===== config.mk =====
export PLATFORM = sky130hd
export DESIGN_NAME = seq_magnitude_comparator
export DESIGN_NICKNAME = d
export VERILOG_FILES = /design/src/rtl/seq_magnitude_comparator.sv
export SDC_FILE = /design/constraint.sdc
export NUM_CORES = 1
export LEC_CHECK = 0
export BUFFER_PORTS_ARGS = -buffer_cell sky130_fd_sc_hd__buf_2
export CAP_MARGIN = 20
export CORE_MARGIN = 2
export CORE_UTILIZATION = 52
export CTS_CLUSTER_SIZE = 20
export DETAILED_ROUTE_END_ITERATION = 8
export PLACE_DENSITY_LB_ADDON = 0.12
export SYNTH_ARGS = -nofsm -noshare
export SYNTH_HDL_FRONTEND = slang
export SYNTH_SLANG_ARGS = --single-unit

===== constraint.sdc =====
create_clock -name clk -period 2.6 [get_ports clk]
set_input_delay 0.26 -clock clk [delete_from_list [all_inputs] [get_ports clk]]
set_output_delay 0.26 -clock clk [all_outputs]
set_load 0.02 [all_outputs]

===== src/rtl/seq_magnitude_comparator.sv =====
// Multi-cycle magnitude comparator: walks the operands CHUNK bits per cycle from the MSB end
// and stops at the first differing chunk, producing a registered one-hot gt/lt/eq result.
module seq_magnitude_comparator #(
    parameter  int WIDTH  = 18,
    parameter  int CHUNK  = 6,
    localparam int NCHUNK = (WIDTH + CHUNK - 1) / CHUNK,
    localparam int CW     = $clog2(NCHUNK + 1)
) (
    input  logic             clk,
    input  logic             rst,
    input  logic             in_valid,
    output logic             in_ready,
    input  logic [WIDTH-1:0] a,
    input  logic [WIDTH-1:0] b,
    input  logic             signed_en,
    input  logic             flush,
    output logic             out_valid,
    input  logic             out_ready,
    output logic             gt,
    output logic             lt,
    output logic             eq,
    output logic [CW-1:0]    cycles
);

    localparam int PW = NCHUNK * CHUNK;
    localparam int IW = (NCHUNK > 1) ? $clog2(NCHUNK) : 1;

    typedef enum logic [1:0] {
        S_IDLE,
        S_CMP,
        S_DONE
    } state_t;

    state_t          state_q, state_d;
    logic [PW-1:0]   a_q, a_d;
    logic [PW-1:0]   b_q, b_d;
    logic [IW-1:0]   idx_q, idx_d;
    logic            valid_q, valid_d;
    logic            gt_q, gt_d;
    logic            lt_q, lt_d;
    logic            eq_q, eq_d;
    logic [CW-1:0]   cycles_q, cycles_d;

    logic [WIDTH-1:0] a_adj;
    logic [WIDTH-1:0] b_adj;
    logic [CHUNK-1:0] chunk_a;
    logic [CHUNK-1:0] chunk_b;

    // Flipping the sign bit maps two's complement onto an order-preserving unsigned range.
    always_comb begin
        a_adj = a;
        b_adj = b;
        if (signed_en) begin
            a_adj[WIDTH-1] = ~a[WIDTH-1];
            b_adj[WIDTH-1] = ~b[WIDTH-1];
        end
    end

    assign chunk_a = a_q[idx_q*CHUNK +: CHUNK];
    assign chunk_b = b_q[idx_q*CHUNK +: CHUNK];

    always_comb begin
        // NOTE: every next-state signal gets its hold value first so no path can infer a latch.
        state_d  = state_q;
        a_d      = a_q;
        b_d      = b_q;
        idx_d    = idx_q;
        valid_d  = valid_q;
        gt_d     = gt_q;
        lt_d     = lt_q;
        eq_d     = eq_q;
        cycles_d = cycles_q;

        unique case (state_q)
            S_IDLE: begin
                if (in_valid) begin
                    a_d      = PW'(a_adj);
                    b_d      = PW'(b_adj);
                    idx_d    = IW'(NCHUNK - 1);
                    cycles_d = '0;
                    state_d  = S_CMP;
                end
            end
            S_CMP: begin
                cycles_d = cycles_q + CW'(1);
                if (chunk_a != chunk_b) begin
                    gt_d    = (chunk_a > chunk_b);
                    lt_d    = (chunk_a < chunk_b);
                    valid_d = 1'b1;
                    state_d = S_DONE;
                end else if (idx_q == '0) begin
                    eq_d    = 1'b1;
                    valid_d = 1'b1;
                    state_d = S_DONE;
                end else begin
                    idx_d = idx_q - IW'(1);
                end
            end
            S_DONE: begin
                if (out_ready) begin
                    valid_d = 1'b0;
                    gt_d    = 1'b0;
                    lt_d    = 1'b0;
                    eq_d    = 1'b0;
                    state_d = S_IDLE;
                end
            end
            default: state_d = S_IDLE;
        endcase

        // Abort wins over both accept and completion.
        if (flush) begin
            state_d  = S_IDLE;
            valid_d  = 1'b0;
            gt_d     = 1'b0;
            lt_d     = 1'b0;
            eq_d     = 1'b0;
            cycles_d = '0;
        end
    end

    // NOTE: sequential state uses non-blocking assignments so all registers update from the same pre-edge values.
    always_ff @(posedge clk or posedge rst) begin
        if (rst) begin
            state_q  <= S_IDLE;
            valid_q  <= 1'b0;
            gt_q     <= 1'b0;
            lt_q     <= 1'b0;
            eq_q     <= 1'b0;
            cycles_q <= '0;
        end else begin
            state_q  <= state_d;
            valid_q  <= valid_d;
            gt_q     <= gt_d;
            lt_q     <= lt_d;
            eq_q     <= eq_d;
            cycles_q <= cycles_d;
        end
    end

    // NOTE: operand and index registers are left unreset; they are always loaded at accept before being read.
    always_ff @(posedge clk) begin
        a_q   <= a_d;
        b_q   <= b_d;
        idx_q <= idx_d;
    end

    assign in_ready  = (state_q == S_IDLE);
    assign out_valid = valid_q;
    assign gt        = gt_q;
    assign lt        = lt_q;
    assign eq        = eq_q;
    assign cycles    = cycles_q;

endmodule


==> results.tsv, run 1 <==
stage	metric	value	unit
outcome	status	completed	
floorplanning	pin_count	49	
worst_setup_path	rr_endpoint	idx_q[1]	
grt	grt_overflow_total	0	
power	p_leak	0.999	nW
final_layout	fin_cells	245	
floorplanning	core	3660	sq um
worst_setup_path	critPathArrivalTime	2270	ps
final_layout	num_antenna_cells	0	
floorplanning	die_height	65.7	microns
worst_setup_path	end_kind	register	
power	internal_power	0.00115	W
floorplanning	initial_core_util	54.0	%
worst_setup_path	critPathMostFrequentCell	mux2i_1	
sta	finalHoldViolations	0	
final_layout	num-nets-final	246	
power	power.switching	0.000360	W
worst_setup_path	max_stage_delay	390	ps
synth	ys_ff_latch	46	
worst_setup_path	cp.depth	8	
detailed_routing	initialDrtViolationCount	90	
detailed_routing	vias	1240	
power	ir_drop	0.345	mV
detailed_routing	wl	3300	microns
worst_setup_path	r2r_start	idx_q[0]	
worst_setup_path	cp_cell_sequence	buf_4 -> mux2i_1 -> o21ai_0 -> ha_1 -> nand4_4 -> nor3_1 -> mux2i_1 -> nor2_1	
grt	grtUsageTotal	17.8	%
final_layout	layout.cells.most_common	buf_2	
sta	final.min_clock_period	2280	ps
grt	grt_max_degree	37	
synth	synthFlopType	edfxtp_1	
synth	ys.warnings.count	0	
power	p_sw_share	23.9	%
final_layout	drive_gt1_share	33.5	%
final_layout	seq_area	1340	sq um
place	place_inst	237	
clock_network	cts_resized	0	
clock_network	cts_tree	done	
clock_network	root_buffer	clkbuf_8	
clock_network	cts-buffers-inserted	5	
sta	slew_headroom	70.2	%
sta	setup_viol	0	
worst_setup_path	crit_buf_inv	1	
power	seqPwrFrac	58.4	%
final_layout	fillers	281	
place	routabilityCongestion	0.733	
detailed_routing	drt-wirelength-per-cell	13.4	microns
floorplanning	dieArea	4310	sq um
power	pwr-share-comb	15.2	%
grt	antenna_found_initial	0	
clock_network	clk_latency	290	ps
power	clock_power_share	26.3	%
floorplanning	fp-row-count	22	
detailed_routing	vias_per_cell	5.06	
sta	finalMaxSlewViolations	0	
clock_network	hold_buffers	1	
clock_network	htreeDepth	2	
worst_setup_path	cp-startpoint	idx_q[0]	
synth	seq_area_frac_synth	67.8	%
synth	synth.net_count	189	
sta	max_freq	439	MHz
clock_network	cts_max_path_buffers	2	
floorplanning	die_w	65.7	microns
worst_setup_path	crit_path_start_kind	register	
synth	synth.avg_cell_area	14.1	sq um
min_path	hold_class	input port to register	
worst_setup_path	worst-path-max-fanout	7	
worst_setup_path	path_delay_family	simple AND/OR/NAND/NOR gates	
worst_setup_path	r2r_slack	320	ps
final_layout	multi_input_comb_area	599	sq um
worst_setup_path	worst-setup-path-type	register to register	
synth	synth_edf_count	38	
flow_run	drv_cap	0	
worst_setup_path	crit_required	2600	ps
worst_setup_path	worstSetupEndpoint	idx_q[1]	
clock_network	post_cts_buffers	0	
sta	fin_tns_setup	0	ps
worst_setup_path	crit_slowest_cell	edfxtp_1	
sta	tightest_slew	447	ps
synth	syn_inst	140	
synth	yosysUniqueCellTypes	34	
synth	syn-cell-area	1980	sq um
sta	timing.final.crit_share	87.6	%
power	power_density	633	nW/um^2
final_layout	layout_common_cells	buf_2 (48), edfxtp_1 (38), nor2_1 (14), mux2i_1 (14)	
grt	grt_pass1_vias	1264	
clock_network	clk_pin_slew	80	ps
place	dp_hpwl	2450	microns
clock_network	cts_sinks	46	
sta	fin_skew	8.87	ps
grt	grt_pass1_wl	5580	microns
sta	hold-worst-slack	134	ps
detailed_routing	drcViolationCount	0	
detailed_routing	ant_nets	0	
sta	rsz0062_at_grt	false	
synth	synthArstFlopShare	17.4	%
place	io_buffers	48	
final_layout	area_growth	20.6	%
worst_setup_path	ff2ff_path_depth	8	
detailed_routing	firstDrtPassIters	4	
[area by class of cell]
| cell class | count | share of cell area (%) |
|---|---|---|
| clock buffers | 7 | 3.20 |
| well taps | 48 | 2.52 |
| multi-input cells | 86 | 25.1 |
| flip-flops and latches | 46 | 56.3 |
| inverters | 3 | 0.472 |
| repair buffers | 55 | 12.4 |
[kinds of logic (layout without fill, tap and decap cells)]
kind of cell / count (synthesis) / after routing / synth area share, %
AOI/OAI and AO/OA: 24 / 24 / 7.41
xor gates and xnor gates: 2 / 2 / 0.886
adders and majority gates: 7 / 7 / 4.43
buffers and inverters: 8 / 65 / 1.84
DFF: 46 / 46 / 67.8
muxes: 15 / 15 / 7.66
and+or+nand+nor: 38 / 38 / 9.94
[power groups by stage]
stage               combinational, W  clock [W]  sequential [W]
global placement            0.000220          0        0.000898
finish                      0.000230   0.000397        0.000881
detailed placement          0.000231          0        0.000898
global route                0.000259   0.000440        0.000887
floorplan                   0.000146          0        0.000900
CTS                         0.000233   0.000410        0.000882
[worst min path at each step]
stage                     start   endpoint  slack [ps]  cells past startpoint
after detailed placement    rst  cycles[1]         220                      2
after floorplan             rst  cycles[0]          80                      1
after global routing       a[7]     a_q[7]         110                      1
final                      a[7]     a_q[7]         130                      1
after CTS                  a[7]     a_q[7]         120                      1
after global placement      rst  cycles[0]         210                      2
[worst register-to-register path, cell delays in order (launching register included)]
cell      delay, ps
edfxtp_1        390
buf_4           200
mux2i_1         220
o21ai_0         100
ha_1            370
nand4_4         140
nor3_1          240
mux2i_1         130
nor2_1          190
[through the flow]
step                      power, W  util, %  setup slack (ps)  area [sq um]
final                      0.00151     65.1               324          2380
after CTS                  0.00153     65.1               310          2380
after floorplan            0.00105        -               470          1980
after global placement     0.00112     62.7               471          2300
after detailed placement   0.00113     62.7               333          2300
after global routing       0.00159     65.1               121          2380
[registers in the layout (all words and copies together) (netlist names)]
name and count:
a_q 18, b_q 18, cycles 2, idx_q 2, state_q 2, eq 1, gt 1, lt 1
out_valid 1
[Yosys cell counts, types with 2 or more instances]
cell type,n,area [sq um]
dfrtp_1,8,200
o21ai_0,6,30.0
edfxtp_1,38,1140
nand3_1,3,15.0
nor3_1,2,10.0
nor2_1,14,52.6
ha_1,7,87.6
a21oi_1,10,50.1
xor2_1,2,17.5
mux2i_1,14,140
inv_1,3,11.3
buf_2,2,10.0
nand2_1,10,37.5
[metal layers]
| metal | vias up | global-route usage [%] | wire length [microns] |
|---|---|---|---|
| met5 | - | 0 | 0 |
| met4 | 0 | 7.03 | 41 |
| met3 | 5 | 6.16 | 185 |
| met2 | 36 | 30.2 | 1680 |
| met1 | 573 | 20.6 | 1390 |
| li1 | 626 | - | - |
(Power assumes the default switching activity.)
==> run 2: changes to the inputs <==
--- a/config.mk
+++ b/config.mk
@@ -11,7 +11,7 @@
 export CORE_UTILIZATION = 52
 export CTS_CLUSTER_SIZE = 20
 export DETAILED_ROUTE_END_ITERATION = 8
-export PLACE_DENSITY_LB_ADDON = 0.12
+export PLACE_DENSITY = 0.8
 export SYNTH_ARGS = -nofsm -noshare
 export SYNTH_HDL_FRONTEND = slang
 export SYNTH_SLANG_ARGS = --single-unit
==> run 2 against run 1 <==
Effect of this change: clock power up 26%; critical path depth up 1; wire length down 2.2%; via count up 1.4%; worst setup slack worse by 21 ps; hold slack better by 1.6 ps; sequential cell count unchanged; register-to-register slack worse by 20 ps; core utilization up 0.82 points; global-route usage down 0.43 points; critical endpoint is now idx_q[0]; highest routed layer unchanged; non-clock buffer count unchanged.
==> results.tsv, run 2 (synthesis results as in run 1) <==
stage	metric	value	unit
final_layout	reg_top3	a_q: 18 flops, b_q: 18 flops	
clock_network	cts_tree	done	
detailed_routing	vias_per_cell	5.11	
floorplanning	initial_core_util	54.0	%
worst_setup_path	worst-path-max-fanout	7	
detailed_routing	ant_nets	0	
floorplanning	dieArea	4310	sq um
worst_setup_path	end_kind	register	
sta	tightest_slew	432	ps
sta	slew_headroom	71.2	%
worst_setup_path	crit_path_start_kind	register	
sta	fin_skew	4.46	ps
power	p_leak	1.01	nW
floorplanning	pin_count	49	
place	io_buffers	48	
grt	grt_overflow_total	0	
flow_run	drv_cap	0	
worst_setup_path	crit_required	2600	ps
detailed_routing	initialDrtViolationCount	60	
sta	rsz0062_at_grt	false	
detailed_routing	firstDrtPassIters	4	
place	routabilityCongestion	0.806	
final_layout	post-route-util	65.9	%
detailed_routing	wl	3220	microns
floorplanning	die_height	65.7	microns
clock_network	post_cts_buffers	0	
min_path	hold_class	input port to register	
power	power_density	667	nW/um^2
sta	final.min_clock_period	2300	ps
detailed_routing	drt-wirelength-per-cell	13.1	microns
worst_setup_path	crit_slowest_cell	edfxtp_1	
final_layout	layout.cells.most_common	buf_2	
sta	setup_viol	0	
final_layout	seq_area	1340	sq um
grt	grtUsageTotal	17.4	%
detailed_routing	drcViolationCount	0	
clock_network	cts_max_path_buffers	2	
sta	max_freq	435	MHz
sta	setup_slack	303	ps
power	ir_drop	0.488	mV
worst_setup_path	max_stage_delay	400	ps
place	dp_hpwl	2460	microns
final_layout	num-nets-final	246	
clock_network	htreeDepth	2	
clock_network	clk_pin_slew	70	ps
grt	antenna_found_initial	0	
final_layout	multi_input_comb_area	599	sq um
worst_setup_path	worst-setup-path-type	register to register	
worst_setup_path	critPathArrivalTime	2300	ps
sta	fin_tns_setup	0	ps
final_layout	fillers	285	
outcome	status	completed	
sta	finalMaxSlewViolations	0	
sta	timing.final.crit_share	88.3	%
grt	grt_pass1_vias	1265	
final_layout	num_antenna_cells	0	
floorplanning	fp-row-count	22	
clock_network	clk_latency	290	ps
clock_network	cts_sinks	46	
floorplanning	die_w	65.7	microns
clock_network	cts_resized	0	
floorplanning	core	3660	sq um
grt	grt_pass1_wl	5400	microns
worst_setup_path	cp_cell_sequence	buf_4 -> nor2_1 -> buf_4 -> a21oi_1 -> ha_1 -> nand4_4 -> nor3_1 -> mux2i_1 -> nor2_1	
clock_network	cts-buffers-inserted	5	
final_layout	drive_gt1_share	33.8	%
final_layout	layout_common_cells	buf_2 (48), edfxtp_1 (38), nor2_1 (14), mux2i_1 (14)	
final_layout	area_growth	22.1	%
sta	finalHoldViolations	0	
detailed_routing	vias	1257	
place	preCtsSetupSlack	322	ps
clock_network	root_buffer	clkbuf_8	
grt	grt_max_degree	37	
run 2: changes by cell type in the layout (fill, tap and decap cells not counted):
cell	before	now
bufinv_16	0	1
run 2: report_power, final:
| group | leakage (nW) | internal, W | total [W] | switching, W |
|---|---|---|---|---|
| Combinational | 0.489 | 0.000101 | 0.000228 | 0.000127 |
| Clock | 0.0524 | 0.000287 | 0.000501 | 0.000214 |
| Sequential | 0.471 | 0.000862 | 0.000881 | 0.0000192 |
| Total | 1.01 | 0.00125 | 0.00161 | 0.000360 |
run 2: metal layers:
metal  vias to the layer above  wire [microns]  track usage, %
li1                        626               -               -
met1                       590            1310            19.2
met2                        35            1670            29.8
met3                         6             186            6.16
met4                         0              61            7.81
met5                         -               0               0
run 2: worst paths after layout:
path	from	slack, ps	depth (start not counted)	to
worst max register to register	idx_q[0]	300	9	idx_q[0]
min in group asynchronous	rst	440	3	lt
max in group asynchronous	rst	1940	3	cycles[1]
worst max-delay path	idx_q[0]	300	9	idx_q[0]
worst min-delay path	a[0]	140	1	a_q[0]
worst min register to register	out_valid	520	2	out_valid
run 2: final cells by class:
type,count,area share (%)
flip-flops and latches,46,55.6
multi-input cells,86,24.8
repair buffers,55,12.2
clock buffers,7,3.16
well taps,48,2.49
clock inverters,1,1.24
inverters,3,0.467
run 2: what timing repair did:
action,4_1_cts,5_1_grt
endpoints found under the hold margin,8,0
hold buffers,1,0
endpoints found under the setup margin,0,0
run 2: per-stage QoR:
step / cells / hold slack [ps] / instance area [sq um] / total power, W
3_3_place_gp: 237 / 199 / 2300 / 0.00111
6_report: 246 / 136 / 2410 / 0.00161
5_1_grt: 246 / 111 / 2410 / 0.00169
4_1_cts: 246 / 122 / 2410 / 0.00163
2_1_floorplan: 140 / 75.7 / 1980 / 0.00105
3_5_place_dp: 237 / 213 / 2300 / 0.00113
run 2: critical path, delay by kind of cell (launching register included):
kind / cells / cell delay [ps]
and+or+nand+nor: 4 / 680
muxes: 1 / 130
adders and majority gates: 1 / 360
buffers and inverters: 2 / 360
AOI/OAI and AO/OA: 1 / 80
DFF: 1 / 400
==> run 3: changes to the inputs <==
==> config.mk (replaced) <==
export PLATFORM = sky130hd
export DESIGN_NAME = seq_magnitude_comparator
export DESIGN_NICKNAME = d
export VERILOG_FILES = /design/src/rtl/seq_magnitude_comparator.sv
export SDC_FILE = /design/constraint.sdc
export NUM_CORES = 1
export LEC_CHECK = 0
export CAP_MARGIN = 20
export CORE_MARGIN = 2
export CORE_UTILIZATION = 61
export CTS_CLUSTER_SIZE = 20
export DETAILED_ROUTE_END_ITERATION = 8
export DONT_BUFFER_PORTS = 1
export PLACE_DENSITY = 0.79
export SYNTH_ARGS = -nofsm -noshare
export SYNTH_HDL_FRONTEND = slang
export SYNTH_SLANG_ARGS = --single-unit
==> run 3 against run 2 <==
Effect of this change: total power fell by 5.5%; largest cell class unchanged; register-to-register slack got worse by 80 ps; clock skew rose by 5.6 ps; combinational power rose by 2%; hold slack got worse by 54 ps; critical path type unchanged; design area rose by 3.1%; first-iteration DRC count rose by 17%; sequential cell count did not move; core utilization rose by 15 points; clock power fell by 20%.
==> results.tsv, run 3 (synthesis results as in run 1) <==
stage	metric	value	unit
final_layout	num-nets-final	233	
floorplanning	die_height	60.9	microns
detailed_routing	drt-wirelength-per-cell	16.9	microns
worst_setup_path	cp_cell_sequence	buf_4 -> nor2_1 -> buf_4 -> nand2_1 -> o21ai_0 -> ha_1 -> nand4_4 -> nor3_2 -> mux2i_1 -> nor2_1	
worst_setup_path	r2r_slack	230	ps
final_layout	num_antenna_cells	0	
sta	max_freq	421	MHz
final_layout	layout_common_cells	edfxtp_1 (38), dlygate4sd3_1 (36), nor2_1 (14), mux2i_1 (14)	
worst_setup_path	max_stage_delay	420	ps
floorplanning	initial_core_util	64.2	%
grt	grt_pass1_vias	1355	
floorplanning	die_w	60.9	microns
grt	grt_pass1_wl	5820	microns
worst_setup_path	crit_path_start_kind	register	
place	routabilityCongestion	0.787	
detailed_routing	wl	3840	microns
sta	slew_headroom	71.2	%
sta	final.min_clock_period	2370	ps
worst_setup_path	worst-path-max-fanout	12	
final_layout	layout.cells.most_common	edfxtp_1	
floorplanning	fp-row-count	20	
sta	fin_tns_setup	0	ps
final_layout	design_area	2490	sq um
final_layout	reg_top3	a_q: 18 flops, b_q: 18 flops	
worst_setup_path	crit_required	2670	ps
grt	grt_overflow_total	0	
sta	timing.final.crit_share	91.3	%
detailed_routing	ant_nets	0	
sta	finalHoldViolations	0	
place	place_inst	185	
clock_network	clk_latency	360	ps
outcome	status	completed	
place	io_buffers	0	
worst_setup_path	end_kind	register	
floorplanning	core	3080	sq um
final_layout	fin_cells	228	
power	power_density	611	nW/um^2
worst_setup_path	crit_slowest_cell	ha_1	
detailed_routing	initialDrtViolationCount	70	
detailed_routing	firstDrtPassIters	4	
worst_setup_path	critPathArrivalTime	2450	ps
sta	rsz0062_at_grt	false	
detailed_routing	drcViolationCount	0	
sta	finalMaxSlewViolations	0	
sta	tightest_slew	430	ps
power	ir_drop	0.423	mV
detailed_routing	vias_per_cell	5.52	
sta	setup_slack	226	ps
min_path	hold_class	input port to register	
floorplanning	dieArea	3710	sq um
final_layout	area_growth	25.9	%
clock_network	cts_sinks	46	
final_layout	drive_gt1_share	10.9	%
grt	grtUsageTotal	22.8	%
worst_setup_path	worst-setup-path-type	register to register	
clock_network	cts_tree	done	
flow_run	drv_cap	0	
grt	antenna_found_initial	0	
floorplanning	pin_count	49	
grt	grt_max_degree	21	
clock_network	cts-buffers-inserted	5	
clock_network	cts_max_path_buffers	2	
detailed_routing	vias	1258	
place	preCtsSetupSlack	256	ps
sta	hold-worst-slack	82.1	ps
power	p_leak	0.950	nW
clock_network	htreeDepth	2	
sta	fin_skew	10.0	ps
clock_network	root_buffer	clkbuf_4	
place	place_area	2050	sq um
sta	setup_viol	0	
clock_network	clk_pin_slew	120	ps
place	dp_hpwl	2360	microns
[run 3: changes by cell type in the layout (fill, tap and decap cells not counted), sizes merged]
cell	change
clkinv	+1
dlygate4sd3	+35
clkbuf	-2
buf	-48
[run 3: final timing paths]
kind | startpoint | endpoint | depth (start not counted)
min in group asynchronous | rst | eq | 2
max | idx_q[0] | idx_q[0] | 10
max in group asynchronous | rst | state_q[1] | 2
min reg2reg | state_q[1] | state_q[0] | 1
max reg2reg | idx_q[0] | idx_q[0] | 10
min | out_ready | state_q[1] | 3
[run 3: through the flow]
step	power, W	utilization (%)
6_report	0.00152	80.9
2_1_floorplan	0.00105	-
3_3_place_gp	0.00108	66.7
4_1_cts	0.00152	80.7
5_1_grt	0.00158	80.9
3_5_place_dp	0.00109	66.7
[run 3: cell type report]
type	instances	area, sq um
clock buffers	5	37.5
inverters	3	11.3
well taps	44	55.1
fillers	191	589
clock inverters	2	33.8
multi-input cells	86	604
flip-flops and latches	46	1340
repair buffers	42	405
[run 3: critical path, delay by kind of cell, from the launching register on]
family	cells	cell delay (ps)
compound gates	1	130
fa+ha+maj	1	420
buf+inv	2	370
flops	1	390
mux	1	120
simple gates	5	670
[run 3: per-layer routing]
metal,track usage (%),vias to the layer above,routed length [microns]
met1,23.9,593,1450
met3,6.82,16,196
met2,40.1,47,2040
met5,0,-,0
met4,14.0,0,159
li1,-,602,-
[run 3: report_power, final]
group	switching (W)	internal [W]	total [W]	leakage, nW
Sequential	0.0000287	0.000861	0.000890	0.471
Combinational	0.000122	0.000110	0.000233	0.440
Clock	0.000205	0.000194	0.000399	0.0387
Total	0.000356	0.00117	0.00152	0.950
[run 3: what timing repair did]
action | 4_1_cts | 5_1_grt
hold endpoints to repair | 50 | 0
hold buffers | 36 | 0
gates resized for setup | 0 | 1
setup buffers | 0 | 0
endpoints found under the setup margin | 0 | 2
